File: src/rtl/fact_pkg.sv
// fact_pkg: register offsets, N limit and FSM state codes for the factorial responder
package fact_pkg;
  localparam logic [1:0] REG_N      = 2'd0;
  localparam logic [1:0] REG_GO     = 2'd1;
  localparam logic [1:0] REG_STATUS = 2'd2;
  localparam logic [1:0] REG_RESULT = 2'd3;
  localparam logic [3:0] N_MAX      = 4'd12;
  typedef logic [1:0] state_t;
  localparam state_t IDLE = 2'd0;
  localparam state_t RUN  = 2'd1;
  localparam state_t DONE = 2'd2;
endpackage

File: src/rtl/fact_core.sv
// fact_core: iterative n! engine, one multiply per cycle, GO ignored while running
module fact_core
  import fact_pkg::*;
(
  input  logic        clk,
  input  logic        rst,
  input  logic        go,
  input  logic [3:0]  n,
  output logic        busy,
  output logic        done,
  output logic        err,
  output logic [31:0] result
);
  state_t      state_q, state_d;
  logic [31:0] prod_q, prod_d, result_q, result_d;
  logic [3:0]  cnt_q, cnt_d;
  logic        done_q, done_d, err_q, err_d, start, bad;
  assign start = go && state_q != RUN;
  assign bad   = n > N_MAX;
  always_comb begin
    state_d  = state_q;
    prod_d   = prod_q;
    cnt_d    = cnt_q;
    result_d = result_q;
    done_d   = done_q;
    err_d    = err_q;
    if (start) begin
      state_d  = bad ? DONE : RUN;
      done_d   = bad;
      err_d    = bad;
      prod_d   = 32'd1;
      cnt_d    = n;
      result_d = bad ? 32'd0 : result_q;
    end else if (state_q == RUN) begin
      state_d  = cnt_q > 4'd1 ? RUN : DONE;
      prod_d   = cnt_q > 4'd1 ? prod_q * {28'd0, cnt_q} : prod_q;
      cnt_d    = cnt_q > 4'd1 ? cnt_q - 4'd1 : cnt_q;
      result_d = cnt_q > 4'd1 ? result_q : prod_q;
      done_d   = cnt_q <= 4'd1;
    end
  end
  always_ff @(posedge clk or posedge rst) begin
    if (rst) begin
      state_q  <= IDLE;
      prod_q   <= '0;
      cnt_q    <= '0;
      result_q <= '0;
      done_q   <= 1'b0;
      err_q    <= 1'b0;
    end else begin
      state_q  <= state_d;
      prod_q   <= prod_d;
      cnt_q    <= cnt_d;
      result_q <= result_d;
      done_q   <= done_d;
      err_q    <= err_d;
    end
  end
  assign busy   = state_q == RUN;
  assign done   = done_q;
  assign err    = err_q;
  assign result = result_q;
endmodule

File: src/rtl/fact_responder.sv
// fact_responder: memory-mapped factorial accelerator; FACT_IRQ_EN adds a done-level irq port
module fact_responder
  import fact_pkg::*;
#(
  parameter logic [31:0] BASE = 32'h0000_0800
) (
  input  logic        clk,
  input  logic        rst,
  input  logic        we,
  input  logic [31:0] a,
  input  logic [31:0] wd,
  output logic [31:0] rd
`ifdef FACT_IRQ_EN
  ,
  output logic        irq
`endif
);
  logic        sel, wr, go, busy, done, err, irq_bit, unused;
  logic [3:0]  n_q, n_d;
  logic [31:0] result;
  assign sel    = a[31:4] == BASE[31:4];
  assign wr     = sel && we;
  assign go     = wr && a[3:2] == REG_GO && wd[0];
  assign n_d    = wr && a[3:2] == REG_N ? wd[3:0] : n_q;
  assign unused = ^{a[1:0], wd[31:4]};
  always_ff @(posedge clk or posedge rst) begin
    if (rst) n_q <= '0;
    else     n_q <= n_d;
  end
  fact_core u_core (
    .clk    (clk),
    .rst    (rst),
    .go     (go),
    .n      (n_q),
    .busy   (busy),
    .done   (done),
    .err    (err),
    .result (result)
  );
  // done is itself a register set entering DONE and cleared by an accepted GO, so it is the irq level
`ifdef FACT_IRQ_EN
  assign irq     = done;
  assign irq_bit = done;
`else
  assign irq_bit = 1'b0;
`endif
  always_comb
    rd = !sel                 ? 32'd0 :
         a[3:2] == REG_N      ? {28'd0, n_q} :
         a[3:2] == REG_GO     ? {31'd0, busy} :
         a[3:2] == REG_STATUS ? {29'd0, irq_bit, err, done} :
                                result;
endmodule

File: config.mk
export PLATFORM = sky130hd
export DESIGN_NAME = fact_responder
export DESIGN_NICKNAME = d
export VERILOG_FILES = /design/src/rtl/fact_pkg.sv /design/src/rtl/fact_core.sv /design/src/rtl/fact_responder.sv
export SDC_FILE = /design/constraint.sdc
export NUM_CORES = 1
export LEC_CHECK = 0
export ABC_AREA = 1
export ABC_CLOCK_PERIOD_IN_PS = 6400
export BUFFER_PORTS_ARGS = -buffer_cell sky130_fd_sc_hd__buf_4
export CAP_MARGIN = 20
export CELL_PAD_IN_SITES_DETAIL_PLACEMENT = 0
export CELL_PAD_IN_SITES_GLOBAL_PLACEMENT = 1
export CORE_UTILIZATION = 40
export DETAILED_ROUTE_END_ITERATION = 12
export GPL_ROUTABILITY_DRIVEN = 0
export GPL_TIMING_DRIVEN = 1
export PLACE_DENSITY_LB_ADDON = 0.1
export SYNTH_ARGS = -nofsm -noshare
export SYNTH_HDL_FRONTEND = slang
export SYNTH_SLANG_ARGS = --single-unit
File: constraint.sdc
create_clock -name clk -period 6.4 [get_ports clk]
set_input_delay 0 -clock clk [delete_from_list [all_inputs] [get_ports clk]]
set_output_delay 0 -clock clk [all_outputs]
set_load 0.005 [all_outputs]
# Word level (Yosys, flattened, before mapping)
# Cells that the tools add are included.
# op_classes
addsub	1
mux	20
eq_ne	7
magnitude_cmp	3
n_mul	1
reduce_logical	10
# ops
cell	count
$mux 32	11
$mul 32x4->32	1
$eq 28x8->1 const B	1
$mux 4	3
$mux 2	4
$logic_and 1x1->1	5
$eq 2x1->1 const B	2
$gt 4x1->1 const B	1
$gt 4x4->1 const B	1
$le 4x1->1 const B	1
$ne 2x1->1 const B	2
$reduce_bool 2->1	2
$sub 4x1->4 const B	1
$reduce_and 3->1	1
$eq 2x2->1 const B	1
$logic_not 2->1	1
$mux 1	2
$ne 2x2->1 const B	1
$reduce_and 2->1	1
# totals
word_cells	49
input_bits	67
out_inout_bits	32
ff_bits	76

# Depth between registers and ports, before layout
# Gate-level depths: netlist of the first run.
# logic_depth
ltp_word	7
ltp_mapped	20
mapped_depth_nobuf	18

# Cells and area by module
# From an unflattened synthesis of the first run, not the netlist that was laid out.
# hier_totals
cells_unflattened	1252
hier_area_um2	8005.2
# modules_own_cells
mod	cells_per_inst	area_each_um2	n_inst	seq_area_each_um2
fact_core	1113	7297.0	1	1776.7
fact_responder	139	708.2	1	100.1

# Worst setup path after synthesis of the first run
# No wires, ideal clock.
# synth_path
kind	register to register
from	register u_core.cnt_q[1]
to	register u_core.prod_q[22]
n_path_buf	2
slack_ns	3.163
setup_ns	0.118
stages_incl_launch_ff	18
t_arrival_ns	3.120
path_cell_list	dfrtp_1 -> clkbuf_1 -> clkbuf_1 -> nand2_1 -> fa_1 -> fa_1 -> inv_1 -> fa_1 -> nand2_1 -> o21ai_1 -> nand2_1 -> nand2b_1 -> nand2_1 -> nand2_1 -> nand2_1 -> nand3_1 -> nand3_1 -> nand2_1
# synth_between
elab_chain_cells	4
# synth_rtl
item	line_no	text
from (decl)	fact_core.sv:16	logic [3:0] cnt_q, cnt_d;
from (signal assigned)	fact_core.sv:53	cnt_q <= cnt_d;
$mul 32x4->32	fact_core.sv:36	prod_d = cnt_q > 4'd1 ? prod_q * {28'd0, cnt_q} : prod_q;
$mux 32	fact_core.sv:36	
$mux 32	fact_core.sv:34	end else if (state_q == RUN) begin
$mux 32	fact_core.sv:27	if (start) begin
to (signal assigned)	fact_core.sv:52	prod_q <= prod_d;
to (decl)	fact_core.sv:15	logic [31:0] prod_q, prod_d, result_q, result_d;
# Parallel ways exist; a longest one is shown, timed or not. The select of a mux whose other input is x is not followed.
# A chain may end at the register's enable or synchronous reset.

# Final worst setup path of the first run
# layout_path
from	register u_core.cnt_q[3]
to	register u_core.prod_q[30]
# Same word-level chain as after synthesis.

==> flow_metrics.env, run 1 <==
export IMPL_status="completed"
export IMPL_grt_pass1_vias=6674
export IMPL_clockBufferDepth=2
export IMPL_leakagePower_nw=4.92
export IMPL_syn_area_um2=7880
export IMPL_cts_resized=0
export IMPL_chipWidth_um=142
export IMPL_crit_path_top_delay_cell="dfrtp_1"
export IMPL_timing_max_cap_violations=0
export IMPL_coreArea_um2=19000
export IMPL_path_class="flip-flop to flip-flop"
export IMPL_setup_viol=0
export IMPL_antenna_cells=0
export IMPL_worstHoldPathType="input pin to flip-flop"
export IMPL_cp_required_ps=6640
export IMPL_area_growth_pct=13.0
export IMPL_cts_buffers=9
export IMPL_relSlewSlack_pct=30.5
export IMPL_stdcell_count=1456
export IMPL_final_cell_area_um2=8900
export IMPL_path_clk_slew_ps=70
export IMPL_syn_area_per_cell_um2=6.93
export IMPL_yosysSeqAreaShare_pct=23.8
export IMPL_slew_violations=0
export IMPL_wire_per_inst_um=14.8
export IMPL_ys_ff_latch=75
export IMPL_fmax_mhz=240
export IMPL_syn_inst=1138
export IMPL_tightest_slew_ps=1040
export IMPL_placed_cells=1435
export IMPL_cts_setup_buffers=0
export IMPL_synth_flop_cell="dfrtp_1"
export IMPL_path_common_cell="nand2_1"
export IMPL_gr_total_overflow=0
export IMPL_cts_root_buffer="clkbuf_16"
export IMPL_syn_num_nets=1296
export IMPL_endpoint_kind="flip-flop"
export IMPL_path_cells="buf_4 > nand2_1 > fa_1 > fa_1 > inv_1 > fa_1 > nand2_1 > o21ai_1 > nand2_1 > nand2b_1 > nand2_1 > nand2_1 > nand2_1 > nand3_1 > nand3_1 > nand2_1"
export IMPL_drive_above_1_share_pct=14.4
export IMPL_rsz0062_at_grt="false"
export IMPL_skew_ps=12.9
export IMPL_vias=6989
export IMPL_ant_nets=0
export IMPL_die_h_um=142
export IMPL_crit_fanout=19
export IMPL_ys_types=37
export IMPL_dieArea_um2=20300
export IMPL_r2r_cells=16
export IMPL_period_share_pct=65.0
export IMPL_htreeDepth=3
export IMPL_drc=0
export IMPL_finalSetupTns_ps=0
export IMPL_synth_edf_count=0
export IMPL_dr_pass1_iters=5
export IMPL_grt_pass1_wl_um=35500
export IMPL_critPathArrivalTime_ps=4400
export IMPL_whs_ps=3.97
export IMPL_place_area_um2=8570
export IMPL_grt_max_degree=69
export IMPL_synth_warnings=0
export IMPL_io_pins=99
export IMPL_finalHoldViolCount=0
export IMPL_io_buffers=68
export IMPL_hold_buffers=5
export IMPL_clk_latency_ps=350
export IMPL_viasPerCell=4.80
export IMPL_cp_start_kind="flip-flop"
export IMPL_layout_nets=1349
export IMPL_grt_use_total_pct=22.5
export IMPL_vdd_ir_drop_max_v=0.000116
export IMPL_final_common_cell="nand2_1"
export IMPL_floorplan_initialDensity_pct=41.4
export IMPL_min_path_cells=3
export IMPL_drtIter0Drc=327
export IMPL_async_flop_share_pct=100
export IMPL_layout_common_cells="306 x nand2_1, 244 x inv_1, 75 x dfrtp_1, 74 x buf_4, 68 x nor2_1"
export IMPL_routed_wirelength_um=21600
export IMPL_clock_sinks=75
export IMPL_finalWorstPathRequiredPeriod_ps=4160
export IMPL_cts_tree="yes"
export IMPL_max_stage_delay_ps=910
export IMPL_grt_antenna_before_repair=0
export IMPL_rows=50
export IMPL_hpwl_um=16100
export IMPL_powerDensity_nw_per_um2=115
logic make-up after synthesis:
kind of cell | synth area share, %
and+or+nand+nor | 32.7
buffers and inverters | 14.4
AOI/OAI and AO/OA | 7.37
adders and majority gates | 19.9
DFF | 23.8
xor gates and xnor gates | 1.44
muxes | 0.429
metrics by stage:
step / util (%) / worst slack [ps] / power [mW]
3_3_place_gp: 45.0 / 2300 / 0.522
4_1_cts: 46.8 / 2240 / 1.04
5_1_grt: 46.8 / 2000 / 1.06
3_5_place_dp: 45.0 / 2250 / 0.523
2_1_floorplan: - / 3160 / 0.499
6_report: 46.8 / 2240 / 1.03
path summary, 6_finish.rpt:
check	startpoint	end	slack [ps]
setup / recovery	u_core.cnt_q[3]$_DFFE_PP0P_	u_core.prod_q[30]$_DFFE_PP0P_	2240
hold / removal	wd[0]	n_q[0]$_DFFE_PP0P_	4
setup reg to reg	u_core.cnt_q[3]$_DFFE_PP0P_	u_core.prod_q[30]$_DFFE_PP0P_	2240
hold reg to reg	u_core.result[12]$_DFFE_PP0P_	u_core.result[12]$_DFFE_PP0P_	480
max in group asynchronous	rst	u_core.prod_q[16]$_DFFE_PP0P_	5090
min in group asynchronous	rst	u_core.result[25]$_DFFE_PP0P_	110
power by group:
group | total (mW) | switching [mW] | internal, mW
Combinational | 0.0409 | 0.0222 | 0.0188
Clock | 0.511 | 0.234 | 0.277
Sequential | 0.474 | 0.00000000409 | 0.474
Total | 1.03 | 0.256 | 0.770
sequential cells by signal, indices dropped and copies added (netlist names):
register	count
n_q	4
u_core.cnt_q	4
u_core.done	1
u_core.err	1
u_core.prod_q	32
u_core.result	32
u_core.state_q	1
Yosys cell counts (all sizes together) (10+ instances only):
library cell	instances	share of area, %
clkbuf	27	1.3
nand3	68	4.5
o21ai	45	3.0
nor3	11	0.70
nor3b	28	2.7
dfrtp	75	24
inv	249	12
ha	34	5.4
a21oi	43	2.7
fa	57	14
nor2	75	3.9
buf	10	1.2
nand2	367	19
area by class of cell:
cell class                      count  area, µm²
Multi-Input combinational cell    777       4870
Tap cell                          260        325
Sequential cell                    75       1880
Inverter                          249        935
Clock buffer                       10        239
Fill cell                        2068      10100
Timing Repair Buffer               79        606
Clock inverter                      6       50.0
critical path: cells and delay by family, from the launching register on:
kind / cells / cell delay (ps)
adder cells (fa/ha/maj): 3 / 1550
AND/OR/NAND/NOR: 10 / 1030
flip-flops: 1 / 910
buffers and inverters: 2 / 420
AO/OA/AOI/OAI: 1 / 120
routing by layer:
layer / part of all wire, % / global-route usage (%)
met4: 0.63 / 3.74
met1: 53 / 35.0
met3: 4.5 / 2.42
met5: 0 / 0
met2: 41 / 33.7
No activity file was read; power rests on OpenSTA's default activity.
==> run 2, diff against run 1 <==
ABC_CLOCK_PERIOD_IN_PS = 4250   (was 6400)
clock period = 4.25 ns   (was 6.4 ns; I/O delays follow)
==> run 2 against run 1 <==
Compared with the run above:
- clock power rose by 50%
- largest power group unchanged
- clock skew down 2.9 ps
- sequential share of layout area decreased by 0.097 points
- via count decreased by 1.2%
- wire length fell by 2.7%
- highest routed layer unchanged
- critical path depth did not move
- first-iteration DRC count grew 14%
- total power increased by 50%
- critical path type unchanged
==> flow_metrics.env, run 2 (synthesis gave the netlist of run 1 again) <==
export IMPL_gr_total_overflow=0
export IMPL_rows=50
export IMPL_dieArea_um2=20300
export IMPL_grt_antenna_before_repair=0
export IMPL_hpwl_um=16100
export IMPL_period_share_pct=88.1
export IMPL_coreArea_um2=19000
export IMPL_cts_resized=0
export IMPL_status="completed"
export IMPL_place_area_um2=8600
export IMPL_grt_pass1_vias=6761
export IMPL_critPathArrivalTime_ps=3990
export IMPL_finalSetupTns_ps=0
export IMPL_final_common_cell="nand2_1"
export IMPL_finalHoldViolCount=0
export IMPL_grt_pass1_wl_um=35600
export IMPL_tightest_slew_ps=1010
export IMPL_antenna_cells=0
export IMPL_cp_required_ps=4490
export IMPL_cts_tree="yes"
export IMPL_rsz0062_at_grt="false"
export IMPL_final_cell_area_um2=8950
export IMPL_fillers=2090
export IMPL_slew_violations=0
export IMPL_clockBufferDepth=2
export IMPL_layout_common_cells="306 x nand2_1, 244 x inv_1, 75 x dfrtp_1, 73 x buf_4, 68 x nor2_1"
export IMPL_floorplan_initialDensity_pct=41.4
export IMPL_fmax_mhz=267
export IMPL_finalWorstPathRequiredPeriod_ps=3750
export IMPL_crit_fanout=22
export IMPL_die_h_um=142
export IMPL_chipWidth_um=142
export IMPL_cts_setup_buffers=0
export IMPL_fin_util_pct=47.0
export IMPL_layout_nets=1351
export IMPL_drive_above_1_share_pct=14.4
export IMPL_clk_latency_ps=350
export IMPL_setup_viol=0
export IMPL_endpoint_kind="flip-flop"
export IMPL_vias=6904
export IMPL_timing_max_cap_violations=0
export IMPL_area_growth_pct=13.5
export IMPL_drtIter0Drc=372
export IMPL_r2r_cells=16
export IMPL_clock_sinks=75
export IMPL_skew_ps=10.1
export IMPL_io_buffers=68
export IMPL_path_clk_slew_ps=70
export IMPL_powerDensity_nw_per_um2=172
export IMPL_min_path_cells=6
export IMPL_drc=0
export IMPL_cts_root_buffer="clkbuf_16"
export IMPL_ant_nets=0
export IMPL_dr_pass1_iters=5
export IMPL_io_pins=99
export IMPL_cp_start_kind="flip-flop"
export IMPL_worstHoldPathType="input pin to flip-flop"
export IMPL_cts_buffers=9
export IMPL_vdd_ir_drop_max_v=0.000192
export IMPL_wire_per_inst_um=14.4
export IMPL_grt_use_total_pct=22.6
export IMPL_viasPerCell=4.74
export IMPL_routed_wirelength_um=21000
export IMPL_htreeDepth=3
export IMPL_grt_max_degree=56
export IMPL_path_class="flip-flop to flip-flop"
export IMPL_leakagePower_nw=4.93
export IMPL_relSlewSlack_pct=32.2
## run 2: repair_timing
item / CTS / global route
hold buffers: 6 / 0
hold endpoints to repair: 25 / 0
endpoints found under the setup margin: 0 / 0
## run 2: final timing paths
check	from	slack [ps]	end
setup / recovery	u_core.cnt_q[3]$_DFFE_PP0P_	500	u_core.prod_q[31]$_DFFE_PP0P_
min in group asynchronous	rst	230	u_core.result[21]$_DFFE_PP0P_
setup reg to reg	u_core.cnt_q[3]$_DFFE_PP0P_	500	u_core.prod_q[31]$_DFFE_PP0P_
max in group asynchronous	rst	2880	u_core.result[1]$_DFFE_PP0P_
hold / removal	a[8]	90	u_core.prod_q[0]$_DFFE_PP0P_
hold reg to reg	u_core.result[30]$_DFFE_PP0P_	480	u_core.result[30]$_DFFE_PP0P_
## run 2: layout make-up
class,instances,area [µm²],share of cell area [%]
Clock buffer,10,239,2.67
Sequential cell,75,1880,21.0
Multi-Input combinational cell,777,4870,54.5
Clock inverter,6,48.8,0.545
Tap cell,260,325,3.64
Timing Repair Buffer,81,648,7.24
Inverter,249,935,10.4
## run 2: report_power, final
group	total (mW)	internal, mW	switching (mW)
clock network	0.766	0.417	0.349
logic	0.0627	0.0289	0.0338
registers	0.714	0.714	0.00000000751
total	1.54	1.16	0.383
## run 2: through the flow
stage,setup WS [ps],hold slack (ps),instances,power [mW]
2_1_floorplan,1010,120,1138,0.751
3_3_place_gp,633,77.0,1436,0.787
3_5_place_dp,595,65.6,1436,0.787
4_1_cts,571,85.9,1458,1.56
5_1_grt,200,110,1458,1.60
6_report,504,89.0,1458,1.54
## run 2: critical path: stages, from the launching register on
cell and delay, ps:
dfrtp_1 510, buf_4 290, nand2_1 90, inv_1 50
fa_1 480, inv_1 50, fa_1 470, inv_1 40
ha_1 340, a21oi_1 270, o21ai_0 200, a21oi_1 230
nor2_1 60, nor2_1 260, nand3_1 120, nand3_1 100
nand2_1 50
## run 2: metal layers
metal  GRT usage (%)  up-vias  share of wire [%]
met5               0        -                  0
met4            4.30        0               0.80
met3            2.96       14                4.3
met2            32.1      137                 39
met1            35.9     3207                 56
li1                -     3546                  -
==> run 3, diff against run 2 <==
ABC_AREA = 0   (was 1)
==> run 3 against run 2 <==
Compared with the run above:
- via count fell by 18%
- register-to-register slack got worse by 380 ps
- final cell count fell by 24%
- largest cell class unchanged
- total power rose by 1.9%
- worst hold slack improved by 24 ps
- die area fell by 12%
- cell area fell by 4.5%
- highest routed layer unchanged
==> flow_metrics.env, run 3 <==
export IMPL_syn_area_per_cell_um2=8.90
export IMPL_drive_above_1_share_pct=20.5
export IMPL_stdcell_count=1107
export IMPL_synth_top_cell_by_area="dfrtp_1"
export IMPL_placed_cells=1082
export IMPL_synth_area_leaders="dfrtp_1 27%, fa_1 16%, and2_1 10%"
export IMPL_io_pins=99
export IMPL_tightest_slew_ps=947
export IMPL_final_cell_area_um2=8540
export IMPL_final_common_cell="inv_1"
export IMPL_coreArea_um2=16800
export IMPL_finalSetupTns_ps=0
export IMPL_status="completed"
export IMPL_io_buffers=68
export IMPL_dp_slack_ps=-43.9
export IMPL_drc=0
export IMPL_rows=47
export IMPL_syn_inst=780
export IMPL_period_share_pct=97.1
export IMPL_synth_warnings=0
export IMPL_syn_num_nets=938
export IMPL_min_from="a[3]"
export IMPL_p_switching_mw=0.372
export IMPL_clk_latency_ps=350
export IMPL_area_growth_pct=23.1
export IMPL_htreeDepth=3
export IMPL_layout_common_cells="117 x inv_1, 116 x and2_1, 115 x buf_4, 83 x nand2_1, 72 x dfrtp_1"
export IMPL_vdd_ir_drop_max_v=0.000197
export IMPL_timing_max_cap_violations=0
export IMPL_power_mw=1.57
export IMPL_fillers=1617
export IMPL_fmax_mhz=242
export IMPL_setup_slack_ps=125
export IMPL_crit_start="u_core.cnt_q[1]$_DFFE_PP0P_"
export IMPL_clock_sinks=75
export IMPL_yosysSeqAreaShare_pct=27.0
export IMPL_cts_tree="yes"
export IMPL_async_flop_share_pct=100
export IMPL_die_h_um=134
export IMPL_regArea_um2=1880
export IMPL_grt_pass1_wl_um=29900
export IMPL_crit_fanout=11
export IMPL_synth_edf_count=0
export IMPL_slew_violations=0
export IMPL_finalHoldViolCount=0
export IMPL_synth_top_area_share_pct=27.0
export IMPL_floorplan_initialDensity_pct=41.4
export IMPL_ant_nets=0
export IMPL_wire_per_inst_um=16.2
export IMPL_endpoint_kind="flip-flop"
export IMPL_cp_required_ps=4470
export IMPL_routed_wirelength_um=17900
export IMPL_grtUsageMet1_pct=29.6
export IMPL_swShare_pct=23.6
export IMPL_ys_ff_latch=75
export IMPL_fin_util_pct=51.0
export IMPL_synth_commonest_cells="119 x inv_1, 116 x and2_1, 84 x nand2_1"
export IMPL_critPathArrivalTime_ps=4350
export IMPL_drtIter0Drc=267
export IMPL_synth_flop_cell="dfrtp_1"
export IMPL_powerDensity_nw_per_um2=184
export IMPL_grt_antenna_before_repair=0
export IMPL_gr_total_overflow=0
export IMPL_cp_start_kind="flip-flop"
export IMPL_grt_max_degree=40
export IMPL_pwr_share_clk_pct=51.2
export IMPL_dr_pass1_iters=4
export IMPL_vias=5657
export IMPL_grt_pass1_vias=5811
export IMPL_combPwrFrac_pct=3.4
export IMPL_yosysMostFrequentCell="inv_1"
export IMPL_r2r_start="u_core.cnt_q[1]$_DFFE_PP0P_"
export IMPL_syn_area_um2=6940
export IMPL_cts_buffers=9
export IMPL_clockBufferDepth=2
export IMPL_grt_busiest_layer="met2"
export IMPL_met2_usage_pct=35.0
export IMPL_place_area_um2=7970
export IMPL_skew_ps=9.50
export IMPL_grt_use_total_pct=21.4
export IMPL_seqPwrFrac_pct=45.4
export IMPL_path_class="flip-flop to flip-flop"
export IMPL_cell_internal_pwr_mw=1.20
export IMPL_leakagePower_nw=4.26
export IMPL_cts_root_buffer="clkbuf_16"
export IMPL_ys_types=58
export IMPL_viasPerCell=5.11
export IMPL_finalWorstPathRequiredPeriod_ps=4120
export IMPL_grt_use_met3_pct=3.12
export IMPL_relSlewSlack_pct=36.7
export IMPL_antenna_cells=0
export IMPL_setup_viol=0
export IMPL_rsz0062_at_grt="true"
export IMPL_chipWidth_um=134
export IMPL_layout_nets=1040
export IMPL_hpwl_um=13100
export IMPL_whs_ps=113
export IMPL_dieArea_um2=17900
export IMPL_path_clk_slew_ps=60
export IMPL_worstHoldPathType="input pin to flip-flop"
export IMPL_multi_input_area_um2=4700
-- run 3: cell types whose count changed in the layout (fill, tap and decap cells not counted), moves of 39 or more --
cell,before,now
nand2_1,306,83
inv_1,244,117
and2_1,2,116
nand3_1,65,5
nand2_2,60,1
nor2_1,68,18
buf_4,73,115
a22o_1,0,39
-- run 3: power groups by stage --
| stage | sequential (mW) | combinational [mW] | clock (mW) |
|---|---|---|---|
| 3_5_place_dp | 0.727 | 0.0517 | 0 |
| 6_report | 0.714 | 0.0536 | 0.804 |
| 3_3_place_gp | 0.727 | 0.0497 | 0 |
| 2_1_floorplan | 0.727 | 0.0165 | 0 |
| 4_1_cts | 0.714 | 0.0552 | 0.821 |
| 5_1_grt | 0.713 | 0.0602 | 0.848 |
-- run 3: critical path, stage by stage (launching register included) --
cell and delay [ps]:
dfrtp_2 480, and2_1 200, fa_1 540, inv_1 60, fa_1 530, inv_1 60
ha_4 270, a21oi_2 50, a21boi_2 170, nor3_2 180, o21ai_1 100, buf_4 150
a31o_4 230, o311ai_4 280, o21bai_2 120, and4_1 190, or3_1 370
-- run 3: final timing paths --
kind / endpoint / slack (ps) / cells after the start
setup / recovery: u_core.prod_q[29]$_DFFE_PP0P_ / 130 / 16
hold / removal: u_core.state_q[0]$_DFFE_PP0N_ / 110 / 4
hold reg to reg: u_core.err$_DFFE_PP0P_ / 480 / 1
max in group asynchronous: u_core.cnt_q[3]$_DFFE_PP0P_ / 2950 / 4
min in group asynchronous: n_q[3]$_DFFE_PP0P_ / 310 / 3
setup reg to reg: u_core.prod_q[29]$_DFFE_PP0P_ / 130 / 16
-- run 3: routing by layer --
layer  vias to the layer above  routed length (µm)
met3                        13                 623
met5                         -                   0
met1                      2768                8610
met2                       110                8550
li1                       2766                   -
met4                         0                 166
-- run 3: cell families after synthesis --
family	after synthesis	synth area share, %
simple gates	274	20.9
compound gates	155	16.6
buf+inv	150	8.13
fa+ha+maj	91	22.6
flops	75	27.0
xor+xnor	29	3.66
mux	6	1.12
-- run 3: repair_timing --
action | CTS | global route
setup endpoints to repair | 2 | 8
buffers inserted | 1 | 2
gates resized for setup | 4 | 30
endpoints found under the hold margin | 42 | 0
pin swaps | 3 | 13
hold buffers | 5 | 0
-- run 3: area by class of cell --
type	instances	area share [%]
clock buffers	9	2.64
repair buffers	122	11.0
clock inverters	7	0.893
inverters	119	5.24
flip-flops and latches	75	22.0
multi-input cells	555	55.0
well taps	220	3.22
